### src/rtl/mem_lsu.sv
// Load/store unit: turns byte/half/word core requests into single aligned 32-bit
// bus accesses with lane masks, store replication and load alignment/extension.
module mem_lsu #(
    parameter int STALL_LIMIT = 16
) (
    input  logic        clk,
    input  logic        rst,
    input  logic        req_i,
    input  logic        we_i,
    input  logic [1:0]  size_i,
    input  logic        unsigned_i,
    input  logic [31:0] addr_i,
    input  logic [31:0] wdata_i,
    input  logic [4:0]  rd_i,
    output logic        busy_o,
    output logic        done_o,
    output logic [31:0] rdata_o,
    output logic [4:0]  rd_o,
    output logic        misalign_o,
    output logic        bus_err_o,
    output logic        en_o,
    output logic        we_o,
    output logic [31:0] data_o,
    output logic [29:0] addr_o,
    output logic [3:0]  byte_mask_o,
    input  logic [31:0] data_i,
    input  logic        valid_i,
    input  logic        stall_i,
    input  logic        err_i
);
    localparam int CW = (STALL_LIMIT < 2) ? 1 : $clog2(STALL_LIMIT + 1);

    typedef enum logic [2:0] {S_IDLE, S_ISSUE, S_RESP, S_DONE, S_ERR, S_FAULT} state_t;

    state_t         state_q, state_d;
    logic [CW-1:0]  cnt_q, cnt_d;
    logic [CW-1:0]  cnt_inc;
    logic           we_q, uns_q;
    logic [1:0]     size_q, off_q;
    logic [4:0]     tag_q, rd_out_q;
    logic [29:0]    waddr_q;
    logic [3:0]     mask_q, mask_cap;
    logic [31:0]    sdata_q, sdata_cap;
    logic [31:0]    rdata_q, ld_shift, ld_ext;
    logic           misalign_cap, capture, resp_ok;

    assign misalign_cap = (size_i == 2'b11) ||
                          (size_i == 2'b01 && addr_i[0]) ||
                          (size_i == 2'b10 && addr_i[1:0] != 2'b00);

    always_comb begin
        mask_cap = 4'b1111;
        case (size_i)
            2'b00:   mask_cap = 4'b0001 << addr_i[1:0];
            2'b01:   mask_cap = 4'b0011 << addr_i[1:0];
            default: mask_cap = 4'b1111;
        endcase
    end

    // Each lane picks the source byte it would hold after replicating the
    // right-justified store operand across the word.
    for (genvar gi = 0; gi < 4; gi++) begin : g_lane
        always_comb begin
            case (size_i)
                2'b00:   sdata_cap[8*gi +: 8] = wdata_i[7:0];
                2'b01:   sdata_cap[8*gi +: 8] = wdata_i[8*(gi%2) +: 8];
                default: sdata_cap[8*gi +: 8] = wdata_i[8*gi +: 8];
            endcase
        end
    end

    assign ld_shift = data_i >> {off_q, 3'b000};

    always_comb begin
        case (size_q)
            2'b00:   ld_ext = {{24{~uns_q & ld_shift[7]}}, ld_shift[7:0]};
            2'b01:   ld_ext = {{16{~uns_q & ld_shift[15]}}, ld_shift[15:0]};
            default: ld_ext = ld_shift;
        endcase
    end

    assign capture = (state_q == S_IDLE) && req_i;
    assign resp_ok = !err_i && (we_q || valid_i);
    assign cnt_inc = cnt_q + 1'b1;

    always_comb begin
        state_d = state_q;
        cnt_d   = '0;
        case (state_q)
            S_IDLE:  if (req_i) state_d = misalign_cap ? S_FAULT : S_ISSUE;
            S_ISSUE: begin
                if (err_i) begin
                    state_d = S_ERR;
                end else if (!stall_i) begin
                    state_d = S_RESP;
                end else begin
                    cnt_d = cnt_inc;
                    // A zero limit disables the timeout; the counter just wraps.
                    if (STALL_LIMIT != 0 && cnt_inc == CW'(STALL_LIMIT))
                        state_d = S_ERR;
                end
            end
            S_RESP:  state_d = resp_ok ? S_DONE : S_ERR;
            default: state_d = S_IDLE;
        endcase
    end

    always_ff @(posedge clk) begin
        if (rst) begin
            state_q  <= S_IDLE;
            cnt_q    <= '0;
            we_q     <= 1'b0;
            uns_q    <= 1'b0;
            size_q   <= 2'b00;
            off_q    <= 2'b00;
            tag_q    <= '0;
            waddr_q  <= '0;
            mask_q   <= '0;
            sdata_q  <= '0;
            rdata_q  <= '0;
            rd_out_q <= '0;
        end else begin
            state_q <= state_d;
            cnt_q   <= cnt_d;
            if (capture) begin
                we_q    <= we_i;
                uns_q   <= unsigned_i;
                size_q  <= size_i;
                off_q   <= addr_i[1:0];
                tag_q   <= rd_i;
                waddr_q <= addr_i[31:2];
                mask_q  <= mask_cap;
                sdata_q <= sdata_cap;
            end
            if (state_q == S_RESP && resp_ok) begin
                rd_out_q <= tag_q;
                if (!we_q) rdata_q <= ld_ext;
            end
        end
    end

    assign busy_o      = (state_q != S_IDLE);
    assign done_o      = (state_q == S_DONE);
    assign misalign_o  = (state_q == S_FAULT);
    assign bus_err_o   = (state_q == S_ERR);
    assign en_o        = (state_q == S_ISSUE);
    assign we_o        = we_q;
    assign addr_o      = waddr_q;
    assign byte_mask_o = mask_q;
    assign data_o      = sdata_q;
    assign rdata_o     = rdata_q;
    assign rd_o        = rd_out_q;
endmodule

### config.mk
export PLATFORM = sky130hd
export DESIGN_NAME = mem_lsu
export DESIGN_NICKNAME = d
export VERILOG_FILES = /design/src/rtl/mem_lsu.sv
export SDC_FILE = /design/constraint.sdc
export NUM_CORES = 1
export LEC_CHECK = 0
export BUFFER_PORTS_ARGS = -buffer_cell sky130_fd_sc_hd__buf_2
export CAP_MARGIN = 20
export CORE_MARGIN = 8
export CORE_UTILIZATION = 35
export DETAILED_ROUTE_END_ITERATION = 10
export GPL_TIMING_DRIVEN = 0
export PLACE_DENSITY = 0.64
export SLEW_MARGIN = 40
export SYNTH_ARGS = -nofsm -noshare
export SYNTH_HDL_FRONTEND = slang
export SYNTH_SLANG_ARGS = --single-unit
### constraint.sdc
create_clock -name clk -period 2 [get_ports clk]
set_input_delay 0.3 -clock clk [delete_from_list [all_inputs] [get_ports clk]]
set_output_delay 0.3 -clock clk [all_outputs]
set_load 0.005 [all_outputs]
* Word-level counts from Yosys, hierarchy flattened
Index checks and enable logic that the tools add are counted.
** Word-level totals
- Register bits after elaboration :: 122
- Bits of input ports :: 111
- Output and inout bits :: 109
- Logic and storage cells :: 64
** Cells by class
- $add $sub $neg :: 1
- Equal/unequal tests :: 12
- Shifts and indexed selects :: 3
- Muxes and demuxes :: 12
- Bitwise logic cells :: 6
- Reductions and logical operators :: 18
** Operator list (count)
- $pmux 32 s2 :: 1
- $shr 32x5->32 :: 1
- $mux 3 :: 6
- $mux 8 :: 2
- $pmux 8 s2 :: 1
- $pmux 3 s3 :: 1
- $pmux 4 s2 :: 1
- $eq 3x2->1 const B :: 2
- $eq 3x3->1 const B :: 2
- $add 5x1->5 const B :: 1
- $eq 5x5->1 const B :: 1
- $logic_and 1x1->1 :: 5
- $eq 2x1->1 const B :: 2
- $eq 2x2->1 const B :: 2
- $logic_not 2->1 :: 2
- $ne 4x2->1 const B :: 1
- $not 1->1 :: 4
- $reduce_and 2->1 :: 2
- $reduce_or 4->1 :: 1
- $shl 1x2->4 const A :: 1
- $shl 2x2->4 const A :: 1
- $eq 3x1->1 const B :: 1
- $logic_not 3->1 :: 1
- $logic_or 1x1->1 :: 3
- other kinds (6) :: 7

* Depth between registers and ports, before layout
- Depth in word-level cells :: 7
- Depth in mapped cells :: 6

* Least setup slack after synthesis
No wires, ideal clock.
- Kind :: register to register
- Start point :: reg off_q[0]
- End point :: reg rdata_q[10], in the netlist rdata_o[10]
- Arrival time :: 1.418 ns
- Slack :: 0.447 ns
- Stages on the path, launching flop included :: 5
- Path buffers :: 1
- Cell sequence :: dfxtp_1 buf_2 mux4_2 a21oi_2 a211oi_1
** On the way
- Longest elaborated chain between the ends :: 3
** RTL lines
- start: declaration :: RTL line 39 : logic [1:0] size_q, off_q;
- start signal: assignment :: RTL line 129 : off_q <= addr_i[1:0];
- $shr 32x5->32 * :: RTL line 72 : assign ld_shift = data_i >> {off_q, 3'b000};
- $and 1x1->1 :: RTL line 76 : 2'b00: ld_ext = {{24{~uns_q & ld_shift[7]}}, ld_shift[7:0]};
- $pmux 32 s2 * :: RTL line 75 : case (size_q)
- end signal: assignment :: RTL line 137 : if (!we_q) rdata_q <= ld_ext;
- end: declaration :: RTL line 44 : logic [31:0] rdata_q, ld_shift, ld_ext;
Mark *: on every way between the ends. The rest lies on a longest branch, timed or not.
A chain may end at the register's enable or synchronous reset.

* Final worst setup path
- Start point :: reg state_q[2]
- End point :: reg off_q[0]
** On the way
- Longest elaborated chain between the ends :: 2
** RTL lines
- start: declaration :: RTL line 35 : state_t state_q, state_d;
- start signal: assignment :: RTL line 123 : state_q <= state_d;
- $logic_not 3->1 :: RTL line 82 : assign capture = (state_q == S_IDLE) && req_i;
- $logic_and 1x1->1 :: RTL line 82
Every way passes these cells.

==> summary.md <==
| Metric | Value |
|---|---|
| Dpl hpwl | ~15 mm |
| Largest net degree at the start of global routing | 17 |
| Fin crit share | between 90% and 100% |
| Total placed cells including tap cells | 1058 |
| Worst slew margin | 51.5% |
| Initial antenna violation count | 3 |
| EDFF count, synth | 0 |
| Synth area leader | dfxtp_1 |
| Startpoint types | flop |
| Final setup vio count | 0 |
| Hold path depth | 3 |
| Initial Utilization | between 30% and 40% |
| First-pass GRT wire length | roughly 30 mm |
| Skew final | roughly 0.012 ns |
| FP Rows | 45 |
| CTS Buf Count | 17 |
| Non-Filler Instances | 1096 |
| Clk buf depth | 2 |
| DRC Markers | 0 |
| DRT antenna net count | 0 |
| Global placement routability congestion | between 0.8 and 0.9 |
| Synthesized area per cell | 8.23 µm² |
| P&R area growth vs syn | 36.5% |
| Vias per inst | around 4.9 |
| Post-synth top area share | approximately 46% |
| Worst Slack Setup Final | 0.181 ns |
| Tmin final | 1.82 ns |
| Yosys warning count | 0 |
| Critical Path Fanout Max | 10 |
| CTS tree | done |
| Root Driver | clkbuf_16 |
| Post-synth cell types | 48 |
| Fillers | around 1600 |
| Top cells by area, synth | dfxtp_1, nand2_1, mux2i_1, a21oi_1, nor2_1 |
| GR Overflow Total | 0 |
| Register area share after synthesis | 45.5% |
| Async SR Flop Fraction | 0% |
| Req. time, crit path | roughly 2.3 ns |
| CP Data Arrival Time | roughly 2.2 ns |
| Dominant synthesized flop cell | dfxtp_1 |
| Vias in the first global route | roughly 5400 |
| Slew Viols, Final | 0 |
| Hold Path Class | input pin to flop |
| Clock Latency Late Sink | between 0.4 and 0.5 ns |
| Outcome | finished clean |
| DIE AREA | 0.0195 mm² |
| Core Region | 0.0151 mm² |
| Die Height | approximately 140 µm |
| Cells after synthesis | approximately 650 |
| Violation count after the first detailed-route iteration | ~250 |
| Count leader, synth | nand2_1 |
| Synth Net Count | around 770 |
| I/O pin count | 220 |
| Kind of critical path | flop to flop |
| CP endpoint kind | flop |
| Post-Route WL | about 19 mm |
| Htree depth | 4 |
| PortBufs | between 200 and 250 |
| RSZ-0062 raised after global routing | false |
| CTS clock-pin slew for the worst setup and hold paths | around 0.05 ns |
| Pre-CTS WS | -0.0242 ns |
| GR Util All Layers | between 10% and 20% |
| Die W | between 100 and 150 µm |
| Post-synth top cells | nand2_1, dfxtp_1, a21oi_1, nor2_1, mux2i_1 |
| Fmax | between 500 and 600 MHz |
| Slew @ Worst Pin | about 0.73 ns |
| Final Hold Viols | 0 |
| CTS sink cnt | between 100 and 150 |
| Via Count | approximately 5400 |
| Lkg Pwr | about 0.0032 µW |
| Layout cell share with drive strength beyond 1 | between 30% and 40% |
| Maximum vdd drop | approximately 610 µV |
| PwrDens | 985 mW/mm² |
| Pre-antenna DRT Iters | 5 |
| Cts hold-fix bufs | 0 |
| Cell Area, Synth | 0.00537 mm² |
| Maxcap violations | 0 |
| Wire per inst | about 17 µm |
| FF-to-FF path depth | 6 |
| Layout Nets | approximately 1000 |
| Post-synthesis register bit count | around 120 |
power breakdown:
part | switching, µW | internal (µW)
clock | 1120 | 1930
combinational | 834 | 555
sequential | 128 | 2650
registers in the layout (all words and copies together) (netlist names), 2 cells and up:
register and cells:
size_q 2, off_q 2, addr_o 30, rd_o 5, data_o 32, byte_mask_o 4
cnt_q 5, rdata_o 32, tag_q 5, state_q 3
critical path, stage by stage, from the launching register on:
cell and delay, ns:
dfxtp_1 0.36, nor3_1 0.39, and2_1 0.24, buf_2 0.25
buf_2 0.27, nand2_1 0.10, a21oi_1 0.13
path summary, 6_finish.rpt:
kind | from | end | slack [ns]
setup / recovery | state_q[2]$_SDFFE_PP0P_ | off_q[0]$_SDFFE_PP0P_ | 0.18
hold / removal | addr_i[19] | addr_o[17]$_SDFFE_PP0P_ | 0.12
setup reg to reg | state_q[2]$_SDFFE_PP0P_ | off_q[0]$_SDFFE_PP0P_ | 0.18
hold reg to reg | rdata_o[4]$_SDFFE_PP0P_ | rdata_o[4]$_SDFFE_PP0P_ | 0.45
repair_timing:
| item | 4_1_cts | 5_1_grt |
|---|---|---|
| gates resized for setup | 0 | 1 |
| endpoints found under the setup margin | 0 | 8 |
| buffers inserted | 0 | 4 |
cell usage in the layout, fill, tap and decap left out, types with 8 or more instances in the layout:
cell type / count
buf_2: 235
nand2_1: 173
dfxtp_1: 122
a21oi_1: 69
nor2_1: 63
mux2i_1: 37
clkbuf_1: 28
a211oi_1: 24
clkbuf_16: 17
o21ai_0: 16
o211ai_1: 10
a211oi_2: 10
buf_4: 9
nor3_1: 8
a311oi_1: 8
mux2_2: 8
o2bb2ai_1: 8
final cells by class:
class	count	area (µm²)	area share [%]
multi-input combinational	474	2670	36.4
antenna	2	5.00	0.0683
inverter	5	18.8	0.256
clock buffer	21	470	6.42
clock inverter	11	119	1.62
sequential	122	2440	33.4
buffer	51	243	3.31
timing repair buffer	222	1120	15.3
tap	188	235	3.21
per-stage QoR:
stage	setup TNS, ns	utilization [%]	area [µm²]	hold WS (ns)	power, µW
global route	0	48.5	7320	0.107	7570
finish	0	48.5	7320	0.120	7210
global placement	0	44.3	6690	0.438	4220
detailed placement	-0.104	44.3	6690	0.443	4230
CTS	0	48.3	7280	0.103	7280
floorplan	0	-	5370	0.433	3600
layer usage:
metal	vias up	global-route usage [%]	share of wire (%)
met4	6	6.00	0.75
met2	192	32.4	47
met5	-	0	0.19
met3	16	8.07	9.2
li1	2723	-	-
met1	2461	22.0	43
cell families (layout without fill, tap and decap cells):
family	Yosys count	after routing	synth area share [%]
mux	46	46	9.00
other cells	0	2	0
compound gates	154	154	19.0
xor+xnor	4	4	0.653
buf+inv	56	310	4.87
flops	122	122	45.5
fa+ha+maj	2	2	0.466
simple gates	268	268	20.5
Note: power is estimated with default switching activity, not from simulation.
